`config.mk`:
```
export PLATFORM = sky130hd
export DESIGN_NAME = alu_sequencer
export DESIGN_NICKNAME = d
export VERILOG_FILES = /design/src/rtl/alu_sequencer.sv
export SDC_FILE = /design/constraint.sdc
export NUM_CORES = 1
export LEC_CHECK = 0
export ABC_CLOCK_PERIOD_IN_PS = 2500
export BUFFER_PORTS_ARGS = -buffer_cell sky130_fd_sc_hd__buf_2
export CAP_MARGIN = 15
export CELL_PAD_IN_SITES_DETAIL_PLACEMENT = 0
export CELL_PAD_IN_SITES_GLOBAL_PLACEMENT = 2
export CORE_MARGIN = 5
export CORE_UTILIZATION = 40
export DETAILED_ROUTE_END_ITERATION = 8
export PLACE_DENSITY = 0.8
export SYNTH_ARGS = -nofsm -noshare
export SYNTH_HDL_FRONTEND = slang
export SYNTH_SLANG_ARGS = --single-unit
```
`constraint.sdc`:
```
create_clock -name clk -period 2.5 [get_ports clk]
set_input_delay 0.125 -clock clk [delete_from_list [all_inputs] [get_ports clk]]
set_output_delay 0.125 -clock clk [all_outputs]
set_load 0.05 [all_outputs]
```
`src/rtl/alu_sequencer.sv`:
```
// ---------------------------------------------------------------------------
// alu_sequencer
//
// Front-end controller for a combinational 32-bit ALU. It accepts one packed
// instruction per valid/ready handshake and reads the operands from an
// internal 8x32 register file (r0 is hard-wired to zero). It drives the ALU
// inputs from registers and holds them for a fixed number of cycles. It then
// captures the ALU result and writes it back in a single WB cycle.
//
// Ports
//   clk          rising-edge system clock
//   reset_n      asynchronous active-low reset
//   instr_valid  instruction offered by the producer
//   instr_ready  high in IDLE; the sequencer can accept an instruction
//   instr        [31:28] opcode, [27] imm_sel, [26:24] rd, [23:21] rs1,
//                [20:18] rs2, [15:0] imm
//   alu_opcode   registered opcode to the ALU
//   alu_data0    registered operand 0 to the ALU (R[rs1])
//   alu_data1    registered operand 1 to the ALU (imm or R[rs2])
//   alu_out      combinational result from the ALU
//   done         one-cycle pulse when an instruction retires
//   result       last written-back value
//   err_illegal  one-cycle pulse after an illegal opcode is offered
//   err_div0     one-cycle pulse, together with done, for DIV by zero
// ---------------------------------------------------------------------------
module alu_sequencer #(
    parameter int ALU_LAT    = 1,
    parameter int MULDIV_LAT = 4
) (
    input  logic        clk,
    input  logic        reset_n,
    input  logic        instr_valid,
    output logic        instr_ready,
    input  logic [31:0] instr,
    output logic [3:0]  alu_opcode,
    output logic [31:0] alu_data0,
    output logic [31:0] alu_data1,
    input  logic [31:0] alu_out,
    output logic        done,
    output logic [31:0] result,
    output logic        err_illegal,
    output logic        err_div0
);

    localparam int CNT_W = 16;
    localparam logic [CNT_W-1:0] ALU_CNT    = CNT_W'(ALU_LAT - 1);
    localparam logic [CNT_W-1:0] MULDIV_CNT = CNT_W'(MULDIV_LAT - 1);

    localparam logic [3:0] OP_MUL = 4'd2;
    localparam logic [3:0] OP_DIV = 4'd3;

    typedef enum logic [1:0] {
        S_IDLE,
        S_EXEC,
        S_WB
    } state_t;

    state_t            state_q,       state_d;
    logic [CNT_W-1:0]  cnt_q,         cnt_d;
    logic [3:0]        opcode_q,      opcode_d;
    logic [2:0]        rd_q,          rd_d;
    logic [31:0]       data0_q,       data0_d;
    logic [31:0]       data1_q,       data1_d;
    logic [31:0]       wb_q,          wb_d;
    logic [31:0]       result_q,      result_d;
    logic              done_q,        done_d;
    logic              err_illegal_q, err_illegal_d;
    logic              err_div0_q,    err_div0_d;
    logic [31:0]       rf_q [8];
    logic [31:0]       rf_d [8];

    // Instruction field decode
    logic [3:0]  in_op;
    logic        in_imm_sel;
    logic [2:0]  in_rd;
    logic [2:0]  in_rs1;
    logic [2:0]  in_rs2;
    logic [15:0] in_imm;
    logic        in_legal;
    logic        in_muldiv;

    assign in_op      = instr[31:28];
    assign in_imm_sel = instr[27];
    assign in_rd      = instr[26:24];
    assign in_rs1     = instr[23:21];
    assign in_rs2     = instr[20:18];
    assign in_imm     = instr[15:0];
    // 7 and 15 are the two unused slots of the ALU mux
    assign in_legal   = (in_op != 4'd7) && (in_op != 4'd15);
    assign in_muldiv  = (in_op == OP_MUL) || (in_op == OP_DIV);

    always_comb begin
        state_d       = state_q;
        cnt_d         = cnt_q;
        opcode_d      = opcode_q;
        rd_d          = rd_q;
        data0_d       = data0_q;
        data1_d       = data1_q;
        wb_d          = wb_q;
        result_d      = result_q;
        done_d        = 1'b0;
        err_illegal_d = 1'b0;
        err_div0_d    = 1'b0;
        for (int i = 0; i < 8; i++) begin
            rf_d[i] = rf_q[i];
        end

        case (state_q)
            S_IDLE: begin
                if (instr_valid) begin
                    if (in_legal) begin
                        opcode_d = in_op;
                        rd_d     = in_rd;
                        data0_d  = rf_q[in_rs1];
                        data1_d  = in_imm_sel ? {16'b0, in_imm} : rf_q[in_rs2];
                        cnt_d    = in_muldiv ? MULDIV_CNT : ALU_CNT;
                        state_d  = S_EXEC;
                    end else begin
                        // Rejected in place: ALU inputs and registers untouched
                        err_illegal_d = 1'b1;
                    end
                end
            end

            S_EXEC: begin
                if (cnt_q == '0) begin
                    wb_d    = alu_out;
                    state_d = S_WB;
                end else begin
                    cnt_d = cnt_q - 1'b1;
                end
            end

            S_WB: begin
                rf_d[rd_q] = wb_q;
                result_d   = wb_q;
                done_d     = 1'b1;
                err_div0_d = (opcode_q == OP_DIV) && (data1_q == 32'd0);
                state_d    = S_IDLE;
            end

            default: begin
                state_d = S_IDLE;
            end
        endcase

        // r0 is hard-wired to zero; any write to it is dropped here
        rf_d[0] = 32'd0;
    end

    always_ff @(posedge clk or negedge reset_n) begin
        if (!reset_n) begin
            state_q       <= S_IDLE;
            cnt_q         <= '0;
            opcode_q      <= '0;
            rd_q          <= '0;
            data0_q       <= '0;
            data1_q       <= '0;
            wb_q          <= '0;
            result_q      <= '0;
            done_q        <= 1'b0;
            err_illegal_q <= 1'b0;
            err_div0_q    <= 1'b0;
            for (int i = 0; i < 8; i++) begin
                rf_q[i] <= '0;
            end
        end else begin
            state_q       <= state_d;
            cnt_q         <= cnt_d;
            opcode_q      <= opcode_d;
            rd_q          <= rd_d;
            data0_q       <= data0_d;
            data1_q       <= data1_d;
            wb_q          <= wb_d;
            result_q      <= result_d;
            done_q        <= done_d;
            err_illegal_q <= err_illegal_d;
            err_div0_q    <= err_div0_d;
            for (int i = 0; i < 8; i++) begin
                rf_q[i] <= rf_d[i];
            end
        end
    end

    assign instr_ready = (state_q == S_IDLE);
    assign alu_opcode  = opcode_q;
    assign alu_data0   = data0_q;
    assign alu_data1   = data1_q;
    assign done        = done_q;
    assign result      = result_q;
    assign err_illegal = err_illegal_q;
    assign err_div0    = err_div0_q;

endmodule

```
==> flow_metrics.tcl <==
set metrics [dict create \
    status "complete, no violations" \
    yosysMostFrequentCell "dfrtp_1" \
    core_mm2 0.0444 \
    drt_pass1_iterations 5 \
    timing.final.crit_share_pct 84.8 \
    crit_type "register to register" \
    hold_path_class "primary input to async pin" \
    grt_overflow 0 \
    final_nets 1672 \
    grt_usage_pct 20.4 \
    finalWirelength_mm 50.8 \
    pre_cts_slack_ns 0.378 \
    grt_max_degree 70 \
    area_growth_pct 21.1 \
    synth_area_mm2 0.0181 \
    pin_count 171 \
    fmax_mhz 472 \
    place.gp.congestion 0.774 \
    antenna_found_initial 1 \
    grt_pass1_wl_mm 79.4 \
    syn_area_per_cell_um2 13.2 \
    drive_above_1_share_pct 41.3 \
    num-fill-cells 3908 \
    relSlewSlack_pct 22.9 \
    cts-root-buf "clkbuf_16" \
    critPathLaunchType "register" \
    regArea_mm2 0.00951 \
    cts_max_level 2 \
    start_util_pct 40.7 \
    clock-sinks 380 \
    rsz0062_at_grt "no" \
    power.density_mw_per_mm2 714 \
    yosys_warnings 0 \
    grt_pass1_vias 12900 \
    clock_latency_ns 0.56 \
    setup-violations-final 0 \
    synth_top_area_share_pct 52.6 \
    num_rows 77 \
    fin_setup_tns_ns 0 \
    route.detailed.drc 0 \
    cts_buffer_depth 3 \
    drt_iter0_drc 806 \
    clock_skew_ns 0.0161 \
    die_w_um 223 \
    slew_violations 0 \
    cp.required_ns 2.94 \
    synth_fp_nets 1442 \
    tightest_slew_ns 1.15 \
    hold_ws_ns 0.0903 \
    total_leakage_power_nw 10.7 \
    dr_total_vias 12300 \
    synth_common_cells "dfrtp_1, mux2_2, nand2_1" \
    min_period_ns 2.12 \
    multi_input_area_mm2 0.00810 \
    die-area_mm2 0.0495 \
    vias_per_cell 5.52 \
    ys_ff_latch 380 \
    critPathCaptureType "register" \
    wl_per_cell_um 22.8 \
    maxCapViolations 0 \
    synthArstFlopShare_pct 100 \
    num_antenna_cells 0 \
    io_buffers 168 \
    irDropWorstVdd_v 0.000678 \
    yosysSeqAreaShare_pct 52.6 \
    clk_pin_slew_ns 0.06 \
    syn_inst 1374 \
    synth_area_leaders "dfrtp_1, mux2_2, mux4_2, nand2_1, mux2_4" \
    hold_violations 0 \
    synth-main-ff-cell "dfrtp_1" \
    fp.dieH_um 223 \
    cts_tree "done" \
    postLayoutSetupSlackWorst_ns 0.381 \
    dpl.hpwl_mm 31.9 \
    cp.arrival_ns 2.56 \
    cts_setup_buffers 0 \
    ant_nets 0 \
    cts_buffers 43 \
    synth-edff-count 0 \
    path_max_fanout 22 \
    yosysUniqueCellTypes 52 \
    synth_top_area_cell "dfrtp_1" \
]
## worst max-delay path: stages (launching register included)
cell      delay, ns
dfrtp_1        0.42
nand2b_2       0.22
buf_4          0.33
nor2_1         0.11
nand3b_1       0.11
buf_4          0.41
mux2_2         0.39
## metrics by stage
step / total power, mW / cells / instance area, um^2 / util (%)
6_report: 15.6 / 2228 / 21900 / 49.3
5_1_grt: 16.3 / 2228 / 21900 / 49.3
4_1_cts: 15.8 / 2228 / 21900 / 49.3
3_5_place_dp: 9.32 / 2091 / 19900 / 44.7
3_3_place_gp: 9.28 / 2091 / 19900 / 44.7
2_1_floorplan: 8.40 / 1374 / 18100 / -
## placed cells by master, fill, tap and decap left out, types with 5 or more instances in the layout
master,n
o2bb2ai_1,16
dfrtp_1,380
nor2b_1,34
clkinv_2,7
a221oi_1,32
a22o_1,16
or4_1,5
nor2_1,13
clkbuf_8,13
a21oi_1,8
a211oi_1,18
mux2i_1,21
mux4_2,64
nand2_1,184
buf_12,15
mux2_2,272
o31ai_1,35
buf_4,46
inv_1,5
or3_1,6
buf_2,165
nand2b_1,6
o21ai_1,5
nor4_1,14
mux2_4,30
clkbuf_1,10
clkbuf_16,45
dlygate4sd3_1,60
o21ai_0,47
a22oi_1,15
## worst paths after layout
path | slack (ns) | cells after the start | startpoint | end
setup / recovery | 0.38 | 6 | state_q[0] | rf_q[177]
min in group clk | 0.10 | 3 | instr[27] | alu_data1[8]
hold reg to reg | 0.47 | 2 | result[25] | result[25]
max in group asynchronous | 1.58 | 3 | reset_n | rf_q[209]
setup reg to reg | 0.38 | 6 | state_q[0] | rf_q[177]
hold / removal | 0.09 | 2 | reset_n | done
## routing by layer
layer	part of all wire [%]	wire [um]	up-vias	global-route usage, %
li1	-	-	5552	-
met1	45	22800	6401	28.3
met2	47	24100	270	32.8
met3	4.8	2440	77	3.70
met4	2.9	1490	0	6.36
met5	0	0	-	0
## report_power, final
group	switching, mW	internal, mW
Sequential	0.437	6.50
Combinational	1.57	0.782
Clock	2.56	3.77
## final cells by class
cell class / count / area share (%)
flip-flops and latches: 380 / 43.5
multi-input cells: 886 / 37.0
repair buffers: 287 / 9.54
clock buffers: 68 / 6.14
well taps: 592 / 3.39
clock inverters: 9 / 0.337
inverters: 6 / 0.114
## state kept, by name (all words and copies together) (netlist names), 3 cells and up
register and flops:
wb_q 32, rf_q 224, cnt_q 16, alu_data1 32, rd_q 3, result 32, alu_data0 32, alu_opcode 4
## cells by family after synthesis
kind of cell	Yosys count	synth area share [%]
buffers and inverters	108	2.81
DFF	380	52.6
muxes	389	28.7
and+or+nand+nor	294	7.73
adders and majority gates	1	0.0692
AOI/OAI and AO/OA	202	8.05
## repair_timing
item	4_1_cts	5_1_grt
resized for setup	0	0
hold buffers	60	0
endpoints found under the hold margin	239	0
Note: power is estimated with default switching activity, not from simulation.
